<file path="src/rtl/vedic_mac_accumulator_if.sv">
// Beat stream in, burst result out, for the Vedic MAC accumulator.
// Handshakes: a transfer happens on a rising clk edge where valid & ready are both 1.
// Once valid is raised, the source holds its data stable until the transfer.
// ready never depends combinationally on valid.
interface vedic_mac_accumulator_if #(
  parameter int ACC_W = 48,
  parameter int CNT_W = 8
);
  logic             in_valid;
  logic             in_ready;
  logic [31:0]      in_product;
  logic             in_last;
  logic             out_valid;
  logic             out_ready;
  logic [ACC_W-1:0] out_acc;
  logic [CNT_W-1:0] out_count;
  logic             out_sat;

  modport slave (
    input  in_valid, in_product, in_last, out_ready,
    output in_ready, out_valid, out_acc, out_count, out_sat
  );

  modport master (
    output in_valid, in_product, in_last, out_ready,
    input  in_ready, out_valid, out_acc, out_count, out_sat
  );
endinterface

</file>
<file path="src/rtl/vedic_mac_accumulator.sv">
// Sums a burst of 32-bit unsigned products into a saturating accumulator.
// The burst total, beat count and saturation flag are held until downstream accepts them.
module vedic_mac_accumulator #(
  parameter int ACC_W     = 48,
  parameter int CNT_W     = 8,
  parameter int MAX_BEATS = 255
) (
  input  logic                           clk,
  input  logic                           rst_n,
  input  logic                           clr,
  vedic_mac_accumulator_if.slave         bus,
  output logic                           dbg_state
);

  typedef enum logic {ACCUM = 1'b0, HOLD = 1'b1} state_t;

  localparam logic [CNT_W-1:0] MAX_CNT = CNT_W'(MAX_BEATS);

  state_t           state_q, state_d;
  logic [ACC_W-1:0] acc_q, acc_d, res_acc_q, res_acc_d;
  logic [CNT_W-1:0] cnt_q, cnt_d, res_cnt_q, res_cnt_d;
  logic             sat_q, sat_d, res_sat_q, res_sat_d;

  logic [ACC_W:0]   sum;
  logic [ACC_W-1:0] acc_upd;
  logic [CNT_W-1:0] cnt_upd;
  logic             sat_upd;
  logic             beat;
  logic             close;

  // The extra sum bit is the overflow flag; on overflow the accumulator pins at all ones.
  assign sum     = {1'b0, acc_q} + (ACC_W+1)'(bus.in_product);
  assign acc_upd = sum[ACC_W] ? '1 : sum[ACC_W-1:0];
  assign sat_upd = sat_q | sum[ACC_W];
  assign cnt_upd = cnt_q + 1'b1;
  assign beat    = bus.in_valid && (state_q == ACCUM);
  assign close   = bus.in_last || (cnt_upd == MAX_CNT);

  always_ff @(posedge clk or negedge rst_n) begin
    if (!rst_n) begin
      state_q   <= ACCUM;
      acc_q     <= '0;
      cnt_q     <= '0;
      sat_q     <= 1'b0;
      res_acc_q <= '0;
      res_cnt_q <= '0;
      res_sat_q <= 1'b0;
    end else begin
      state_q   <= state_d;
      acc_q     <= acc_d;
      cnt_q     <= cnt_d;
      sat_q     <= sat_d;
      res_acc_q <= res_acc_d;
      res_cnt_q <= res_cnt_d;
      res_sat_q <= res_sat_d;
    end
  end

  always_comb begin
    state_d   = state_q;
    acc_d     = acc_q;
    cnt_d     = cnt_q;
    sat_d     = sat_q;
    res_acc_d = res_acc_q;
    res_cnt_d = res_cnt_q;
    res_sat_d = res_sat_q;
    if (clr) begin
      // Abort wins over a closing beat or a result handshake in the same cycle.
      state_d = ACCUM;
      acc_d   = '0;
      cnt_d   = '0;
      sat_d   = 1'b0;
    end else begin
      case (state_q)
        ACCUM: begin
          if (beat) begin
            if (close) begin
              res_acc_d = acc_upd;
              res_cnt_d = cnt_upd;
              res_sat_d = sat_upd;
              acc_d     = '0;
              cnt_d     = '0;
              sat_d     = 1'b0;
              state_d   = HOLD;
            end else begin
              acc_d = acc_upd;
              cnt_d = cnt_upd;
              sat_d = sat_upd;
            end
          end
        end
        HOLD: begin
          if (bus.out_ready) state_d = ACCUM;
        end
        default: state_d = ACCUM;
      endcase
    end
  end

  assign bus.in_ready  = (state_q == ACCUM);
  assign bus.out_valid = (state_q == HOLD);
  assign bus.out_acc   = res_acc_q;
  assign bus.out_count = res_cnt_q;
  assign bus.out_sat   = res_sat_q;
  assign dbg_state     = state_q;

endmodule

</file>
<file path="src/flat_wrapper.sv">
// flat-port wrapper written by rule: the top's interface ports become plain ports
module vedic_mac_accumulator_flat 
#(
  parameter int ACC_W     = 48,
  parameter int CNT_W     = 8,
  parameter int MAX_BEATS = 255
)
  (clk, rst_n, clr, dbg_state, bus_in_valid, bus_in_product, bus_in_last, bus_out_ready, bus_in_ready, bus_out_valid, bus_out_acc, bus_out_count, bus_out_sat);
  vedic_mac_accumulator_if #(.ACC_W(ACC_W), .CNT_W(CNT_W)) bus_i ();
  input  logic clk;
  input  logic rst_n;
  input  logic clr;
  output logic dbg_state;
  input wire logic [$bits(bus_i.in_valid)-1:0] bus_in_valid;
  input wire logic [$bits(bus_i.in_product)-1:0] bus_in_product;
  input wire logic [$bits(bus_i.in_last)-1:0] bus_in_last;
  input wire logic [$bits(bus_i.out_ready)-1:0] bus_out_ready;
  output wire logic [$bits(bus_i.in_ready)-1:0] bus_in_ready;
  output wire logic [$bits(bus_i.out_valid)-1:0] bus_out_valid;
  output wire logic [$bits(bus_i.out_acc)-1:0] bus_out_acc;
  output wire logic [$bits(bus_i.out_count)-1:0] bus_out_count;
  output wire logic [$bits(bus_i.out_sat)-1:0] bus_out_sat;
  assign bus_i.in_valid = bus_in_valid;
  assign bus_i.in_product = bus_in_product;
  assign bus_i.in_last = bus_in_last;
  assign bus_i.out_ready = bus_out_ready;
  assign bus_in_ready = bus_i.in_ready;
  assign bus_out_valid = bus_i.out_valid;
  assign bus_out_acc = bus_i.out_acc;
  assign bus_out_count = bus_i.out_count;
  assign bus_out_sat = bus_i.out_sat;
  vedic_mac_accumulator #(.ACC_W(ACC_W), .CNT_W(CNT_W), .MAX_BEATS(MAX_BEATS)) u_core (.clk(clk), .rst_n(rst_n), .clr(clr), .bus(bus_i), .dbg_state(dbg_state));
endmodule
</file>
<file path="config.mk">
export PLATFORM = sky130hd
export DESIGN_NAME = vedic_mac_accumulator_flat
export DESIGN_NICKNAME = d
export VERILOG_FILES = /design/src/rtl/vedic_mac_accumulator_if.sv /design/src/rtl/vedic_mac_accumulator.sv /design/src/flat_wrapper.sv
export SDC_FILE = /design/constraint.sdc
export NUM_CORES = 1
export LEC_CHECK = 0
export ABC_AREA = 1
export BUFFER_PORTS_ARGS = -buffer_cell sky130_fd_sc_hd__buf_2
export CAP_MARGIN = 10
export CORE_MARGIN = 3
export CORE_UTILIZATION = 60
export CTS_CLUSTER_DIAMETER = 50
export DETAILED_ROUTE_END_ITERATION = 8
export PLACE_DENSITY = 0.87
export SETUP_SLACK_MARGIN = 0.2
export SLEW_MARGIN = 15
export SYNTH_ARGS = -nofsm -noshare
export SYNTH_HDL_FRONTEND = slang
export SYNTH_SLANG_ARGS = --single-unit
</file>
<file path="constraint.sdc">
create_clock -name clk -period 4.9 [get_ports clk]
set_clock_uncertainty 0.2 [all_clocks]
set_input_delay 0.98 -clock clk [delete_from_list [all_inputs] [get_ports clk]]
set_output_delay 0.98 -clock clk [all_outputs]
set_load 0.03 [all_outputs]
</file>
==> metrics.csv, run 1 <==
metric,value,unit
wire_per_inst,15.68,um
dpl_cell_area,0.008681,mm^2
dr_total_vias,8309,
maxCapViolCount,0,
synth_edf_count,0,
r2r_start,u_core.cnt_q[1],
path_cells,ha_1 -> nand4_1 -> o21ai_1 -> nand2_1 -> nor2_1 -> nand3_1 -> nand2_1 -> nand2_2 -> inv_2 -> o21ai_0 -> nand2_1,
syn_inst,1271,
cp-end-kind,flip-flop,
p_clk_share,40.2,%
p_int,1.957,mW
antenna_found_initial,0,
slew_headroom,37.23,%
drt_iter0_markers,807,
tightest_slew,938.3,ps
clkTransAtPathRegs,60,ps
min_path_type,reg -> reg,
grt_pass1_vias,7712,
fin_hold_ws,277.3,ps
ys_ff_latch,115,
postCtsSetupBuffers,0,
worstPathRequired,5060,ps
cts_resized,0,
crit_type,reg -> reg,
synth.distinct_cells,34,
switchingPower,1.042,mW
crit_fanout,50,
min_from,u_core.bus.out_acc[8],
cts_max_level,4,
postLayoutCellArea,0.009250,mm^2
drive_gt1_share,11.31,%
status,"finished, final reports clean",
final-max-slew-violation-count,0,
power_frac_seq,36.7,%
ir_drop,0.0003046,V
grt_pass1_wl,39.01,mm
worstSetupStartpoint,u_core.cnt_q[1],
async_reset_ff_share,100.0,%
synth_top_area_share,35.48,%
tns,0,ps
power,2.999,mW
leakage,5.477,nW
fin_crit_sh,66.37,%
power_density,324.2,mW/mm^2
start_util,62.74,%
syn_avg_cell_area,6.381,um^2
max_stage_delay,670,ps
die_x,122.3,um
chipHeight,122.3,um
cts_buffer_depth,2,
fillers,1118,
cts_buffers,17,
multiInputGateArea,0.004319,mm^2
slowest_stage,inv_2,
synth.area.top_cells,"dfrtp_1, nand2_1, inv_1",
max_freq,307.5,MHz
cts_tree,yes,
drt_wl_total,24.31,mm
ant_nets,0,
area_growth,14.05,%
clock_sinks,115,
synth_ff_type,dfrtp_1,
syn-cell-area,0.008110,mm^2
firstDrtPassIters,6,
crit_arrival,3410,ps
grt_usage,33.80,%
insertedDiodeCount,0,
grt-ovfl-total,0,
rsz0062_at_grt,no,
seq_area_frac_synth,35.48,%
final_hold_viol_count,0,
synth_common_cells,"nand2_1, inv_1, dfrtp_1",
synth_nets,1344,
rows,41,
io-pin-count,98,
final-seq-area,0.002878,mm^2
fin_crit,3252,ps
cts_hold_buf,0,
grt_max_degree,51,
clkLatencyLatePin,430,ps
drc,0,
finish.cell_count_without_fillers,1551,
yosysWarnings,0,
hpwl,18.47,mm
setup_viol_count_final,0,
globalplace.congestion,1.011,
final_nets,1439,
vias_per_cell,5.357,
synth_area_leader_cell,dfrtp_1,
core_region_area,0.01293,mm^2
switching_share,34.74,%
post-place-cells,1519,
clock-root-buffer,clkbuf_16,
crit_top_cell,nand2_1,
start_kind,flip-flop,
yosysMostFrequentCell,nand2_1,
port_buffers,97,
dieArea,0.01495,mm^2
p_comb_share,23.2,%
## layer usage
| layer | routed length, um | share of wire (%) | vias up | track usage (%) |
|---|---|---|---|---|
| met2 | 10690 | 44 | 378 | 51.87 |
| met1 | 10970 | 45 | 3799 | 48.14 |
| met3 | 2070 | 8.5 | 47 | 6.498 |
| met5 | 0 | 0 | - | 0 |
| met4 | 586 | 2.4 | 0 | 11.55 |
| li1 | - | - | 4085 | - |
## worst max-delay path, delay by kind of cell, from the launching register on
| family | cells | cell delay (ps) |
|---|---|---|
| AO/OA/AOI/OAI | 2 | 420 |
| adder cells (fa/ha/maj) | 1 | 230 |
| flip-flops | 1 | 410 |
| buffers and inverters | 1 | 670 |
| AND/OR/NAND/NOR | 7 | 1240 |
## path summary, 6_finish.rpt
path	end	slack, ps	cells past startpoint
max	u_core.bus.out_acc[24]	1650	11
min	u_core.bus.out_acc[8]	280	2
max reg2reg	u_core.bus.out_acc[24]	1650	11
min reg2reg	u_core.bus.out_acc[8]	280	2
max in group asynchronous	u_core.bus.out_acc[41]	3270	2
min in group asynchronous	u_core.bus.out_acc[9]	300	1
## state kept, by name, indices dropped and copies added, names as in the netlist
| name | cells |
|---|---|
| u_core.sat_q | 1 |
| u_core.bus.out_count | 8 |
| u_core.bus.out_acc | 48 |
| u_core.bus.out_sat | 1 |
| u_core.acc_q | 48 |
| u_core.bus.out_valid | 1 |
| u_core.cnt_q | 8 |
## power by group through the flow
stage / sequential (mW) / clock, mW / combinational, mW
2_1_floorplan: 1.25 / 0 / 0.321
3_3_place_gp: 1.11 / 0 / 0.671
3_5_place_dp: 1.11 / 0 / 0.683
4_1_cts: 1.10 / 1.21 / 0.692
5_1_grt: 1.11 / 1.25 / 0.765
6_report: 1.10 / 1.20 / 0.695
## final cells by class
cell class / instances / area share (%)
Sequential cell: 115 / 31.11
Clock buffer: 19 / 4.788
Clock inverter: 13 / 1.366
Multi-Input combinational cell: 932 / 46.69
Tap cell: 172 / 2.327
Timing Repair Buffer: 102 / 5.681
Inverter: 198 / 8.035
## cells in the final DEF (no fill, tap or decap), types with 14 or more instances in the layout
master / count
nor2_1: 103
o21ai_0: 59
nand2_1: 547
dfrtp_1: 115
nand4_1: 14
inv_1: 195
clkbuf_16: 17
xor2_1: 22
buf_2: 96
ha_1: 34
a21oi_1: 22
nand3_1: 82
## cell families (layout without fill, tap and decap cells)
family	after synthesis	count (layout)	share of synthesized area (%)
adders and majority gates	35	35	5.492
xor gates and xnor gates	24	24	2.592
and+or+nand+nor	777	777	38.85
AOI/OAI and AO/OA	96	96	6.186
buffers and inverters	224	332	11.40
DFF	115	115	35.48
## metrics by stage
step                utilization [%]  setup slack (ps)
floorplan                         -              1971
global placement              67.15              1433
detailed placement            67.15              1326
CTS                           71.55              1669
global route                  71.55              1306
finish                        71.55              1648
Power figures use the tool's default switching activity.
==> run 2, diff against run 1 <==
==> constraint.sdc (replaced) <==
create_clock -name clk -period 3.4 [get_ports clk]
set_clock_uncertainty 0.2 [all_clocks]
set_input_delay 0.68 -clock clk [delete_from_list [all_inputs] [get_ports clk]]
set_output_delay 0.68 -clock clk [all_outputs]
set_load 0.03 [all_outputs]
==> metrics.csv, run 2 (synthesis gave the netlist of run 1 again) <==
metric,value,unit
cp-end-kind,flip-flop,
io-pin-count,98,
grt_usage,33.71,%
reg2reg_depth,14,
max_freq,359.8,MHz
drc,0,
fin_crit_sh,81.75,%
tns,0,ps
start_kind,flip-flop,
ir_drop,0.0003949,V
utilization,72.00,%
clock-root-buffer,clkbuf_16,
wire_per_inst,15.68,um
ff2ff_setup_slack,620,ps
worstPathRequired,3510,ps
vias_per_cell,5.318,
cts_buffers,17,
grt_pass1_wl,38.70,mm
clock_sinks,115,
setup_viol_count_final,0,
hpwl,18.50,mm
firstDrtPassIters,6,
crit_arrival,2890,ps
dieArea,0.01495,mm^2
cts_hold_buf,0,
grt_pass1_vias,7771,
crit_type,reg -> reg,
power_density,469.4,mW/mm^2
fillers,1123,
maxCapViolCount,0,
leakage,5.519,nW
min_path_type,in -> async,
globalplace.congestion,1.027,
postCtsSetupBuffers,0,
grt_max_degree,48,
die_x,122.3,um
rows,41,
drt_wl_total,24.38,mm
rsz0062_at_grt,no,
status,"finished, final reports clean",
r2r_start,u_core.acc_q[0],
final_nets,1443,
grt-ovfl-total,0,
reg2reg_to,u_core.bus.out_acc[42],
clkLatencyLatePin,430,ps
clkTransAtPathRegs,70,ps
drive_gt1_share,11.64,%
cts_resized,0,
final-max-slew-violation-count,0,
fin_crit,2779,ps
start_util,62.74,%
port_buffers,97,
final_hold_viol_count,0,
cts_max_level,4,
chipHeight,122.3,um
insertedDiodeCount,0,
ant_nets,0,
tightest_slew,552.9,ps
slew_headroom,63.09,%
drt_iter0_markers,784,
layout_commonest_cell,nand2_1,
cts_tree,yes,
core_region_area,0.01293,mm^2
final_cell_mix,"nand2_1, inv_1, dfrtp_1, nor2_1, buf_2",
dr_total_vias,8269,
cts_buffer_depth,2,
area_growth,14.76,%
antenna_found_initial,0,
crit_fanout,12,
run 2: changes by cell type in the layout (fill, tap and decap cells not counted), sizes merged:
cell | before | now
buf | 102 | 106
inv | 201 | 204
clkinvlp | 4 | 2
clkbuf | 19 | 18
run 2: routing by layer:
layer	share of wire [%]	track usage [%]
met2	44	51.70
met4	1.8	9.727
met5	0	0
met3	9.9	6.820
met1	44	48.61
run 2: layout make-up:
type / instances / area [um^2] / area share [%]
Multi-Input combinational cell: 932 / 4319 / 46.40
Sequential cell: 115 / 2878 / 30.92
Inverter: 198 / 743.2 / 7.985
Timing Repair Buffer: 106 / 568.0 / 6.103
Clock buffer: 18 / 439.2 / 4.718
Tap cell: 172 / 215.2 / 2.312
Clock inverter: 14 / 145.1 / 1.559
run 2: worst max-delay path by stage:
stage                            from                endpoint
floorplan           bus_in_product[0]  u_core.bus.out_acc[34]
global placement    bus_in_product[0]   u_core.bus.out_acc[2]
detailed placement  bus_in_product[0]   u_core.bus.out_acc[6]
CTS                   u_core.acc_q[0]  u_core.bus.out_acc[42]
global route          u_core.acc_q[0]  u_core.bus.out_acc[42]
finish                u_core.acc_q[0]  u_core.bus.out_acc[42]
run 2: per-stage QoR:
| step | hold WS (ps) | cell area [um^2] | setup WS [ps] | cells | power, mW |
|---|---|---|---|---|---|
| after detailed placement | 260.0 | 8723 | 293.1 | 1523 | 2.591 |
| after CTS | 11.52 | 9308 | 648.7 | 1555 | 4.382 |
| final | 2.319 | 9308 | 620.6 | 1555 | 4.369 |
| after global routing | 32.98 | 9308 | 461.5 | 1555 | 4.560 |
| after floorplan | 184.4 | 8110 | 770.8 | 1271 | 2.270 |
| after global placement | 257.8 | 8723 | 385.8 | 1523 | 2.572 |
run 2: critical path, cell delays in order (launching register included):
cell	delay [ps]
dfrtp_1	400
ha_1	240
fa_1	460
nand2_1	100
nand2_1	70
nand3_1	100
nand2_2	90
nand2_1	80
nand2_2	70
nand3_1	80
nand2_2	200
inv_2	230
nand3_1	160
nand2_1	120
nand2_1	60
run 2: power breakdown:
part	total [mW]	internal (mW)	switching, mW
combinational	1.00	0.291	0.710
sequential	1.59	1.50	0.0835
clock	1.78	1.05	0.735
total	4.37	2.84	1.53
